$ cat src/rtl/adder_operand_serializer_pkg.sv
`default_nettype none
// ============================================================================
//  Module      : adder_operand_serializer_pkg
//  Description : Shared types and constants for the adder operand serializer.
//                Provides the FSM state enumeration, the nibble width and a
//                helper that derives the nibble count from an operand width.
//  Revision    : 1.0 - initial release
// ============================================================================
package adder_operand_serializer_pkg;

    typedef enum logic [1:0] {
        IDLE = 2'd0,
        LOAD = 2'd1,
        SEND = 2'd2
    } state_e;

    localparam int NIBBLE_W = 4;

    // Number of nibble words emitted per command for a given operand width.
    function automatic int nib_count(input int op_width);
        return op_width / NIBBLE_W;
    endfunction

endpackage
`default_nettype wire

$ cat src/rtl/adder_operand_serializer.sv
`default_nettype none
// ============================================================================
//  Module      : adder_operand_serializer
//  Description : Pulls one packed operand pair {B, A} per command from a
//                non-FWFT host command FIFO and writes it, most-significant
//                nibble first, into the adder input FIFO as words of the form
//                {zeros, B nibble, A nibble}.
//  Ports       : clock      - single rising-edge clock
//                reset_n    - synchronous active-low reset
//                cmd_empty  - command FIFO empty
//                cmd_rd     - command FIFO read strobe (data next cycle)
//                cmd_din    - command word {B, A}
//                data_full  - adder input FIFO full
//                data_wr    - adder input FIFO write strobe
//                data_dout  - adder input word {zeros, B nib, A nib}
//                busy       - high whenever the FSM is not IDLE
//                ops_done   - count of fully emitted commands (wraps)
//  Revision    : 1.0 - initial release
// ============================================================================
module adder_operand_serializer
    import adder_operand_serializer_pkg::*;
#(
    parameter int OP_WIDTH   = 16,
    parameter int DATA_WIDTH = 32,
    parameter int CNT_WIDTH  = 16
) (
    input  logic                    clock,
    input  logic                    reset_n,
    input  logic                    cmd_empty,
    output logic                    cmd_rd,
    input  logic [2*OP_WIDTH-1:0]   cmd_din,
    input  logic                    data_full,
    output logic                    data_wr,
    output logic [DATA_WIDTH-1:0]   data_dout,
    output logic                    busy,
    output logic [CNT_WIDTH-1:0]    ops_done
);

    localparam int NIB      = nib_count(OP_WIDTH);
    // A single-nibble operand still needs a 1-bit counter to stay legal.
    localparam int NC_W     = (NIB > 1) ? $clog2(NIB) : 1;
    localparam logic [NC_W-1:0] LAST_NIB = NC_W'(NIB - 1);

    generate
        if ((OP_WIDTH % NIBBLE_W) != 0 || OP_WIDTH < NIBBLE_W || DATA_WIDTH < 8) begin : g_param_check
            $error("adder_operand_serializer: OP_WIDTH must be a non-zero multiple of 4 and DATA_WIDTH >= 8");
        end
    endgenerate

    state_e                 state_q,    state_d;
    logic [OP_WIDTH-1:0]    a_sh_q,     a_sh_d;
    logic [OP_WIDTH-1:0]    b_sh_q,     b_sh_d;
    logic [NC_W-1:0]        nib_cnt_q,  nib_cnt_d;
    logic [CNT_WIDTH-1:0]   ops_done_q, ops_done_d;

    always_comb begin
        state_d    = state_q;
        a_sh_d     = a_sh_q;
        b_sh_d     = b_sh_q;
        nib_cnt_d  = nib_cnt_q;
        ops_done_d = ops_done_q;
        cmd_rd     = 1'b0;
        data_wr    = 1'b0;

        case (state_q)
            IDLE: begin
                // Strobes are gated with reset_n so nothing leaves the block
                // while it is being reset.
                if (!cmd_empty && reset_n) begin
                    cmd_rd  = 1'b1;
                    state_d = LOAD;
                end
            end

            LOAD: begin
                // Non-FWFT FIFO: the word read in IDLE is valid this cycle.
                a_sh_d    = cmd_din[OP_WIDTH-1:0];
                b_sh_d    = cmd_din[2*OP_WIDTH-1:OP_WIDTH];
                nib_cnt_d = '0;
                state_d   = SEND;
            end

            SEND: begin
                if (!data_full && reset_n) begin
                    data_wr   = 1'b1;
                    a_sh_d    = a_sh_q << NIBBLE_W;
                    b_sh_d    = b_sh_q << NIBBLE_W;
                    nib_cnt_d = nib_cnt_q + NC_W'(1);
                    if (nib_cnt_q == LAST_NIB) begin
                        ops_done_d = ops_done_q + CNT_WIDTH'(1);
                        state_d    = IDLE;
                    end
                end
            end

            default: begin
                state_d = IDLE;
            end
        endcase
    end

    always_ff @(posedge clock) begin
        if (!reset_n) begin
            state_q    <= IDLE;
            a_sh_q     <= '0;
            b_sh_q     <= '0;
            nib_cnt_q  <= '0;
            ops_done_q <= '0;
        end else begin
            state_q    <= state_d;
            a_sh_q     <= a_sh_d;
            b_sh_q     <= b_sh_d;
            nib_cnt_q  <= nib_cnt_d;
            ops_done_q <= ops_done_d;
        end
    end

    // The output word always reflects the top nibbles of the shift registers,
    // so it naturally holds while a stall blocks the shift.
    assign data_dout = DATA_WIDTH'({b_sh_q[OP_WIDTH-1 -: NIBBLE_W], a_sh_q[OP_WIDTH-1 -: NIBBLE_W]});
    assign busy      = (state_q != IDLE);
    assign ops_done  = ops_done_q;

endmodule
`default_nettype wire

$ cat config.mk
export PLATFORM = sky130hd
export DESIGN_NAME = adder_operand_serializer
export DESIGN_NICKNAME = d
export VERILOG_FILES = /design/src/rtl/adder_operand_serializer_pkg.sv /design/src/rtl/adder_operand_serializer.sv
export SDC_FILE = /design/constraint.sdc
export NUM_CORES = 1
export LEC_CHECK = 0
export ABC_AREA = 1
export BUFFER_PORTS_ARGS = -buffer_cell sky130_fd_sc_hd__buf_2
export CORE_UTILIZATION = 47
export CTS_CLUSTER_DIAMETER = 200
export DETAILED_ROUTE_END_ITERATION = 16
export GPL_TIMING_DRIVEN = 1
export PLACE_DENSITY = 0.75
export SYNTH_ARGS = -nofsm -noshare
export SYNTH_HDL_FRONTEND = slang
export SYNTH_SLANG_ARGS = --single-unit
$ cat constraint.sdc
create_clock -name clock -period 2.8 [get_ports clock]
set_clock_uncertainty 0.1 [all_clocks]
set_input_delay 0 -clock clock [delete_from_list [all_inputs] [get_ports clock]]
set_output_delay 0 -clock clock [all_outputs]
set_load 0.1 [all_outputs]
# == Word-level counts from Yosys, hierarchy flattened ==
# Index checks and enable logic that the tools add are counted.
# totals
reg_bits,52
inputBits,36
output_inout_bits,51
# op_classes
n_reduce_logical,10
addsub,2
muxes,14
eq_ne,6
# ops
operator,count
$pmux W16 S2,2
$mux W16,2
$add A16 B1 Y16 const B,1
$mux W2,4
$ne A2 B2 Y1 const B,3
$pmux W2 S3,1
$reduce_and A3 Y1,2
$eq A2 B2 Y1 const B,2
$mux W1,4
$pmux W2 S2,1
$reduce_bool A2 Y1,2
$add A2 B1 Y2 const B,1
$eq A2 B1 Y1 const B,1
$logic_and A1 B1 Y1,2
$logic_not A1 Y1,2
$logic_not A2 Y1,1
$reduce_and A2 Y1,1

# == Logic depth before layout (Yosys ltp) ==
# Gate-level depths: netlist of the first run.
# depth
word_depth,4
depth_mapped,9
ltp_nobuf,9

# == Least setup slack after synthesis of the first run ==
# OpenSTA, ideal clock, no wires.
# synth_path
path_type,register -> output
startpoint,register state_q[1]
endpoint,output cmd_rd
stages_incl_launch_ff,4
arrival_ns,3.287
t_required_ns,2.700
setup_slack_ns,-0.587
path_cell_list,dfxtp_1 inv_2 nand2_1 nor3_1
# synth_between
elab_chain_len,2
# synth_lines
item,line,source
start: declaration,adder_operand_serializer.sv:50,"state_e state_q, state_d;"
start signal: assignment,adder_operand_serializer.sv:110,state_q <= state_d;
$logic_not A2 Y1,adder_operand_serializer.sv:65,case (state_q)
$mux W1,adder_operand_serializer.sv:65,
end: declaration,adder_operand_serializer.sv:30,"output logic cmd_rd,"
# Every way passes these cells.

# == Final worst setup path of the first run ==
# layout_path
startpoint,register state_q[1]
endpoint,register ops_done_q[9] (netlist: ops_done[9])
# layout_between
elab_chain_len,2
# layout_lines
item,line,source
$eq A2 B2 Y1,adder_operand_serializer.sv:65,
$reduce_and A3 Y1 (no line),-,
end signal: assignment,adder_operand_serializer.sv:114,ops_done_q <= ops_done_d;
end: declaration,adder_operand_serializer.sv:54,"logic [CNT_WIDTH-1:0] ops_done_q, ops_done_d;"
# Every way passes these cells.
# A chain may end at the register's enable or synchronous reset.

==> flow_summary.ini, run 1 <==
[sta]
fmax_mhz = 521
finalCritPeriodShare = 0.686
fin_setup_tns_ns = 0
grt_setup_unrepaired = no
post-route-min-period_ns = 1.92
setup_viol_count_final = 0
hold_viol = 0
worst_slew_pin_slew_ns = 0.629
slew_headroom = 0.579
slew_violations = 0

[clock_tree]
cts_made_buffers = 5
tritoncts = yes
post_cts_buffers = 0
clk_pin_slew_ns = 0.09
cts_hold_buf = 32
htree_levels = 2
clock_latency_ns = 0.30
cts_buffer_depth = 2
cts_sinks = 52
post_cts_resized = 0
cts-root-buf = clkbuf_8

[setup_path]
cp.arrival_ns = 2.07
worst-setup-path-type = register to register
reg2reg_depth = 6
crit-reg2reg-launch = state_q[1]
r2r_end = ops_done[9]
r2r_slack_ns = 0.88
start_kind = register
critPathCaptureType = register
cp_max_fo = 36
cp.required_ns = 2.95

[cells_and_area]
final_common_cell = nand2_1
fillers = 533
area_growth_pct = 21.4
finalNonFillerCells = 550
fin_nets = 516
layout_common_cells = 90 x nand2_1, 77 x nor2_1, 62 x buf_2, 52 x dfxtp_1, 37 x o21ai_0
drive_above_1_share = 0.169
antennaDiodeCount = 0
final-seq-area_um2 = 1040
multi_input_area_um2 = 1280

[routing]
vias = 2506
postRouteAntennaNets = 0
routed_via_density = 4.56
wire_per_inst_um = 10.2
post-route-drc-count = 2
drt-pass1-iter-count = 10
wirelength_um = 5620
drt_iter0_markers = 117

[logic_synthesis]
ys.flop_type = dfxtp_1
synth_area_per_cell_um2 = 6.70
synth_edf_count = 0
async_flop_share = 0
synth_area_um2 = 2680
yosys.cell_types.count = 26
yosysSeqAreaShare = 0.388
synth_seq_cells = 52
ys_warn_count = 0
netlist_instances = 400

[grt]
grt_pass1_vias = 2164
antenna_found_initial = 0
overflow = 0
track_usage = 0.194
grt_pass1_wl_um = 9490
grt_start_max_net_pins = 37

[hold_path]
hold-path-cell-count = 5
hold_class = primary input to register
hp-start = cmd_din[11]
whs_endpoint = a_sh_q[11]

[outcome]
violations = DRC
outcome = finished with violations

[power_and_ir_drop]
vdd_drop_max_uv = 252
p_per_area_nw_per_um2 = 511
power_mw = 1.66
p_leak_nw = 1.51

[floorplanning]
die_h_um = 77.5
initial_core_util = 0.487
fp-row-count = 27
die_area_um2 = 6010
coreArea_um2 = 5510
die_w_um = 77.5
pin_count = 87

[placement]
placedCellCount = 511
portBuffers = 62
dpl.hpwl_um = 3670
gp_congestion = 0.863

[job]
cap_violations = 0
[power by group]
group          switching, mW  internal, mW  total [mW]  leakage [nW]
sequential            0.0187         0.779       0.798         0.424
combinational          0.359         0.105       0.464          1.05
clock                  0.229         0.170       0.400        0.0410
[worst max-delay path by stage]
stage,from,to,slack (ns),cells past startpoint
final,state_q[1],ops_done[9],0.88,6
after floorplan,state_q[1],cmd_rd,0.27,3
after global routing,state_q[1],ops_done[10],0.66,5
after global placement,state_q[1],ops_done[9],0.95,6
after detailed placement,state_q[1],ops_done[9],0.86,6
after CTS,state_q[1],ops_done[9],0.87,6
[synth_stat cells (3+ instances only)]
| library cell | count | share of area |
|---|---|---|
| nor2_4 | 3 | 0.013 |
| clkbuf_1 | 6 | 0.0084 |
| o21ai_1 | 12 | 0.022 |
| a21oi_1 | 13 | 0.024 |
| buf_2 | 6 | 0.011 |
| dfxtp_1 | 52 | 0.39 |
| nor3_1 | 3 | 0.0056 |
| o21ai_0 | 37 | 0.069 |
| nand2_1 | 90 | 0.13 |
| buf_6 | 3 | 0.013 |
| nand3_1 | 22 | 0.041 |
| buf_4 | 32 | 0.090 |
| nor2_1 | 77 | 0.11 |
| inv_1 | 28 | 0.039 |
[registers in the layout (all words and copies together), names as in the netlist]
name and flops:
nib_cnt_q 2, a_sh_q 16, ops_done 16, b_sh_q 16
state_q 2
[cell type report]
cell class | instances | share of cell area
inverter | 31 | 0.0365
clock inverter | 1 | 0.00154
timing repair buffer | 96 | 0.198
sequential | 52 | 0.320
multi-input combinational | 292 | 0.394
tap | 72 | 0.0277
clock buffer | 6 | 0.0223
[kinds of logic (layout without fill, tap and decap cells)]
group,Yosys count,count (layout),share of synthesized area
AND/OR/NAND/NOR,203,203,0.315
other,1,24,0.00140
buffers and inverters,79,134,0.168
adder cells (fa/ha/maj),2,2,0.00933
flip-flops,52,52,0.388
AO/OA/AOI/OAI,63,63,0.119
[routing by layer]
layer  global-route usage  vias up  share of wire
li1                     -     1352              -
met1                0.247     1082           0.48
met2                0.327       64           0.47
met3               0.0376        8          0.038
met4               0.0642        0          0.016
met5                    0        -              0
[worst max-delay path, stage by stage (launching register included)]
cell and delay (ns):
dfxtp_1 0.45, nand2_4 0.25, nor2_1 0.58, nand2_1 0.19
o21bai_1 0.17, inv_1 0.05, nor2_1 0.08
[metrics by stage]
step                      hold WS (ns)  area, µm²   util  setup slack, ns
after floorplan                -0.0232       2770      -            0.270
final                          0.00918       3260  0.591            0.880
after CTS                     0.000443       3260  0.591            0.870
after global placement           0.102       2860  0.519            0.953
after global routing            0.0154       3260  0.591            0.659
after detailed placement         0.103       2860  0.519            0.863
No activity file was read; power rests on OpenSTA's default activity.
==> run 2, diff against run 1 <==
Settings changed: ABC_AREA 1 to 0, CORE_UTILIZATION 47 to 45, PLACE_DENSITY 0.75 to 0.76.
Clock period 2.8 ns to 1.6 ns, I/O delays scaled along.
==> run 2 against run 1 <==
The run now ends clean. Maximum frequency rose by 21%. Sequential power up 74%. Setup slack got worse by 0.86 ns. Synthesized cell count decreased by 30%. Non-clock buffer count up 24. Register-to-register slack lost 0.86 ns. Clock power grew 98%. Routed wire length up 7.1%. Sequential share of layout area shrank 1.5 points. Total power is 85% higher.
==> flow_summary.ini, run 2 <==
[cells_and_area]
layout_common_cells = 60 x buf_2, 43 x nor2_1, 34 x dlygate4sd3_1, 33 x dfxtp_1
multi_input_area_um2 = 1370
final_util = 0.653
fin_nets = 423
design_area_um2 = 3580
final-seq-area_um2 = 1090
fillers = 433
area_growth_pct = 40.3
antennaDiodeCount = 0
drive_above_1_share = 0.363
final_common_cell = buf_2

[routing]
wire_per_inst_um = 13.1
routed_via_density = 4.96
wirelength_um = 6010
drt-pass1-iter-count = 4
postRouteAntennaNets = 0
vias = 2272
drt_iter0_markers = 132
post-route-drc-count = 0

[grt]
grt_start_max_net_pins = 49
antenna_found_initial = 0
overflow = 0
track_usage = 0.202
grt_pass1_vias = 2114
grt_pass1_wl_um = 9670

[setup_path]
worst-setup-path-type = register to register
cp.required_ns = 1.74
timing.critical_path.cells = ha_4 > and3_4 > nand2_8 > or4_4 > a21oi_2
r2r_slack_ns = 0.02
r2r_end = ops_done[11]
critPathCaptureType = register
path_buf_inv = 0
cp_max_fo = 8
cp_slowest_cell = or4_4
path_delay_family = simple AND/OR/NAND/NOR gates
cp.arrival_ns = 1.73
crit-reg2reg-launch = nib_cnt_q[0]
start_kind = register
reg2reg_depth = 5
slowest_delay_ns = 0.51

[clock_tree]
tritoncts = yes
clock_latency_ns = 0.31
cts-root-buf = clkbuf_8
htree_levels = 2
clk_pin_slew_ns = 0.10
cts_made_buffers = 5
cts_sinks = 52
cts_buffer_depth = 2

[outcome]
outcome = complete, no violations

[power_and_ir_drop]
clkPwrFrac = 0.258
vdd_drop_max_uv = 595
p_leak_nw = 1.62
power_mw = 3.07
power_frac_comb = 0.288
p_sw_frac = 0.373
p_int_mw = 1.93
p_seq_frac = 0.454
p_per_area_nw_per_um2 = 859
switching_power_mw = 1.15

[sta]
post-route-min-period_ns = 1.58
hold_viol = 0
fmax_mhz = 632
setup_viol_count_final = 0
slew_violations = 0
whs_ns = 0.0276
finalCritPeriodShare = 0.989
grt_setup_unrepaired = yes

[placement]
gp_congestion = 0.784
place_area_um2 = 3000
dpl.hpwl_um = 3600
portBuffers = 62

[floorplanning]
fp-row-count = 27
die_w_um = 77.3
initial_core_util = 0.466
pin_count = 87
die_h_um = 77.3
die_area_um2 = 5970
coreArea_um2 = 5470

[logic_synthesis]
synthTopCellsByCount = 52 x dfxtp_1, 43 x nor2_1, 34 x buf_4, 24 x a211oi_1, 24 x mux2i_1
synth_area_per_cell_um2 = 9.04
ys.flop_type = dfxtp_1
netlist_instances = 282
synth_edf_count = 0
yosys-top-cells-area = dfxtp_1 41%, buf_4 10%, mux2i_1 9.4%
synthMostInstantiatedCell = dfxtp_1
synth.largest_area_cell = dfxtp_1
synth_area_um2 = 2550
async_flop_share = 0
synth_top_area_share = 0.408
ys_warn_count = 0
synth_seq_cells = 52
yosysSeqAreaShare = 0.408
yosys.cell_types.count = 40

[hold_path]
whs_endpoint = a_sh_q[0]
hold_class = primary input to register
hp-start = reset_n
hold-path-cell-count = 4

[job]
cap_violations = 0
run 2: cell types whose count changed after synthesis, moves of 12 or more:
cell / before / now
mux2i_1: 0 / 24
inv_1: 28 / 3
nor2_1: 77 / 43
nand2_1: 90 / 10
o21ai_0: 37 / 3
a211oi_1: 0 / 24
nand3_1: 22 / 7
o21ai_1: 12 / 0
run 2: what timing repair did:
item / in CTS / in global routing
hold buffers: 34 / 0
pin swaps: 2 / 3
gates resized for setup: 4 / 14
setup buffers: 4 / 5
setup endpoints to repair: 6 / 15
endpoints found under the hold margin: 34 / 0
run 2: layout make-up:
type | instances | share of cell area
timing repair buffer | 120 | 0.252
tap | 72 | 0.0252
inverter | 5 | 0.00875
sequential | 52 | 0.305
clock inverter | 3 | 0.00735
clock buffer | 5 | 0.0192
multi-input combinational | 201 | 0.382
run 2: worst max-delay path by stage:
stage                      start           end  slack [ns]  cells after the start
detailed placement   ops_done[4]  ops_done[10]       -0.03                      4
finish              nib_cnt_q[0]  ops_done[11]        0.02                      5
global route         ops_done[4]  ops_done[14]       -0.05                      5
global placement    nib_cnt_q[0]  ops_done[13]        0.04                      5
floorplan            ops_done[3]  ops_done[13]       -0.21                      5
CTS                  ops_done[4]  ops_done[10]      0.0004                      4
run 2: kinds of logic after synthesis:
logic type / synth area share
flip-flops: 0.408
multiplexers: 0.0943
other: 0.00147
AO/OA/AOI/OAI: 0.143
AND/OR/NAND/NOR: 0.188
XOR/XNOR: 0.0241
adder cells (fa/ha/maj): 0.00982
buffers and inverters: 0.132
run 2: routing by layer:
metal,vias to the layer above,routed length (µm),track usage
li1,1155,-,-
met1,1044,2710,0.247
met2,67,3020,0.352
met4,0,83,0.0679
met5,-,0,0
met3,6,199,0.0369
run 2: power groups by stage:
stage | Sequential, mW | Clock (mW) | Combinational, mW
2_1_floorplan | 1.42 | 0 | 0.729
3_3_place_gp | 1.42 | 0 | 0.789
3_5_place_dp | 1.42 | 0 | 0.794
4_1_cts | 1.39 | 0.812 | 0.862
5_1_grt | 1.40 | 0.868 | 0.931
6_report | 1.39 | 0.793 | 0.884
run 2: worst min-delay path, stage by stage:
cell and delay, ns:
buf_2 0.12, buf_4 0.16, o221ai_1 0.07, nor2_1 0.05
run 2: through the flow:
stage | instances | setup WS (ns) | TNS [ns]
final | 458 | 0.0178 | 0
after CTS | 453 | 0.000370 | 0
after global routing | 458 | -0.0526 | -0.154
after floorplan | 305 | -0.205 | -0.970
after detailed placement | 407 | -0.0296 | -0.102
after global placement | 407 | 0.0365 | 0
==> run 3, diff against run 2 <==
Settings changed: CORE_ASPECT_RATIO from default to 1.5.
==> run 3 against run 2 <==
The run now ends with setup timing left. Worst hold slack better by 0.0075 ns. Register-to-register slack worse by 0.02 ns. Clock power up 3.9%. Combinational power down 0.5%. Critical path type unchanged. Critical endpoint is now ops_done[15].
==> flow_summary.ini, run 3 (same netlist as run 2, synthesis figures left out) <==
[clock_tree]
htree_levels = 2
tritoncts = yes
cts_made_buffers = 5
cts_buffer_depth = 2
cts_sinks = 52
cts-root-buf = clkbuf_8
clock_latency_ns = 0.30
clk_pin_slew_ns = 0.09

[setup_path]
r2r_end = ops_done[15]
cp.arrival_ns = 1.74
reg2reg_depth = 5
crit-reg2reg-launch = nib_cnt_q[0]
r2r_slack_ns = -0.006
cp.required_ns = 1.74
worst-setup-path-type = register to register
start_kind = register
endpoint = ops_done[15]
slowest_delay_ns = 0.52
critPathLaunch = nib_cnt_q[0]
critPathCaptureType = register
cp_max_fo = 6
timing.critical_path.cells = ha_4 > and3_4 > nand2_8 > or4_4 > a21oi_2
cp_slowest_cell = or4_4

[power_and_ir_drop]
p_per_area_nw_per_um2 = 865
switching_power_mw = 1.08
p_leak_nw = 1.62
power_mw = 3.10
vdd_drop_max_uv = 603
p_sw_frac = 0.350
p_seq_frac = 0.450
p_int_mw = 2.01
clkPwrFrac = 0.266
power_frac_comb = 0.284

[cells_and_area]
drive_above_1_share = 0.349
area_growth_pct = 40.4
final_common_cell = buf_2
antennaDiodeCount = 0
fin_nets = 424
layout_common_cells = 60 x buf_2, 43 x nor2_1, 35 x dlygate4sd3_1, 33 x dfxtp_1

[routing]
postRouteAntennaNets = 0
drt_iter0_markers = 81
wire_per_inst_um = 12.9
routed_via_density = 5.02
wirelength_um = 5900
post-route-drc-count = 0
vias = 2294
drt-pass1-iter-count = 4

[sta]
setup_slack_ns = -0.00621
grt_setup_unrepaired = yes
finalCritPeriodShare = 1.00
fin_setup_tns_ns = -0.00621
hold_viol = 0
fmax_mhz = 623
post-route-min-period_ns = 1.61
slew_violations = 0
setup_viol_count_final = 1

[placement]
dp_slack_ns = 0.0183
gp_congestion = 0.806
portBuffers = 62
dpl.hpwl_um = 3670

[floorplanning]
die_w_um = 63.4
pin_count = 87
initial_core_util = 0.468
die_h_um = 94.2
die_area_um2 = 5970
fp-row-count = 33
coreArea_um2 = 5450

[outcome]
outcome = finished with violations
violations = setup timing

[grt]
grt_start_max_net_pins = 49
overflow = 0
antenna_found_initial = 0
track_usage = 0.188
grt_pass1_vias = 2061
grt_pass1_wl_um = 8940

[hold_path]
hold_class = primary input to register

[job]
cap_violations = 0
-- run 3: cell count changes in the layout (fill, tap and decap cells not counted), sizes merged --
cell         previous run  this run
buf                    86        84
inv                     5         3
dlygate4sd3            34        35
clkbuf                  5         8
nand4                   4         5
-- run 3: timing repair --
| action | in CTS | in global routing |
|---|---|---|
| hold endpoints to repair | 35 | 0 |
| pin swaps | 0 | 7 |
| hold buffers | 35 | 0 |
| gates resized for setup | 1 | 11 |
| setup endpoints to repair | 2 | 11 |
| setup buffers | 0 | 5 |
| gates cloned | 0 | 2 |
-- run 3: worst min path at each step --
stage | start | to | slack, ns | cells past startpoint
4_1_cts | reset_n | b_sh_q[3] | 0.02 | 4
5_1_grt | reset_n | b_sh_q[3] | 0.06 | 4
3_3_place_gp | cmd_empty | state_q[0] | 0.11 | 2
2_1_floorplan | cmd_empty | state_q[0] | -0.03 | 1
6_report | reset_n | b_sh_q[0] | 0.04 | 4
3_5_place_dp | cmd_empty | state_q[0] | 0.11 | 2
-- run 3: routing by layer --
metal / GRT usage / vias up / wire (µm)
li1: - / 1158 / -
met1: 0.211 / 1077 / 2520
met2: 0.342 / 53 / 3100
met3: 0.0388 / 6 / 203
met4: 0.0720 / 0 / 72
met5: 0 / - / 0
-- run 3: worst max-delay path, delay by kind of cell (launching register included) --
kind | cells | cell delay [ns]
compound gates | 1 | 0.15
fa+ha+maj | 1 | 0.13
flops | 1 | 0.36
simple gates | 3 | 0.80
-- run 3: power groups by stage --
stage / clock network [mW] / logic [mW] / registers, mW
floorplan: 0 / 0.729 / 1.42
global placement: 0 / 0.789 / 1.42
detailed placement: 0 / 0.796 / 1.42
CTS: 0.858 / 0.864 / 1.39
global route: 0.906 / 0.934 / 1.40
finish: 0.824 / 0.880 / 1.39
-- run 3: area by class of cell --
class / count / area (µm²)
Fill cell: 474 / 1870
Multi-Input combinational cell: 202 / 1360
Sequential cell: 52 / 1090
Timing Repair Buffer: 120 / 906
Clock buffer: 7 / 97.6
Tap cell: 70 / 87.6
Inverter: 5 / 31.3
Clock inverter: 1 / 5.00
-- run 3: per-stage QoR --
step | cells | area (µm²) | hold slack, ns | util
2_1_floorplan | 305 | 2730 | -0.0306 | -
4_1_cts | 450 | 3460 | 0.0222 | 0.634
3_3_place_gp | 407 | 3000 | 0.113 | 0.551
3_5_place_dp | 407 | 3000 | 0.111 | 0.551
5_1_grt | 457 | 3580 | 0.0587 | 0.656
6_report | 457 | 3580 | 0.0351 | 0.656
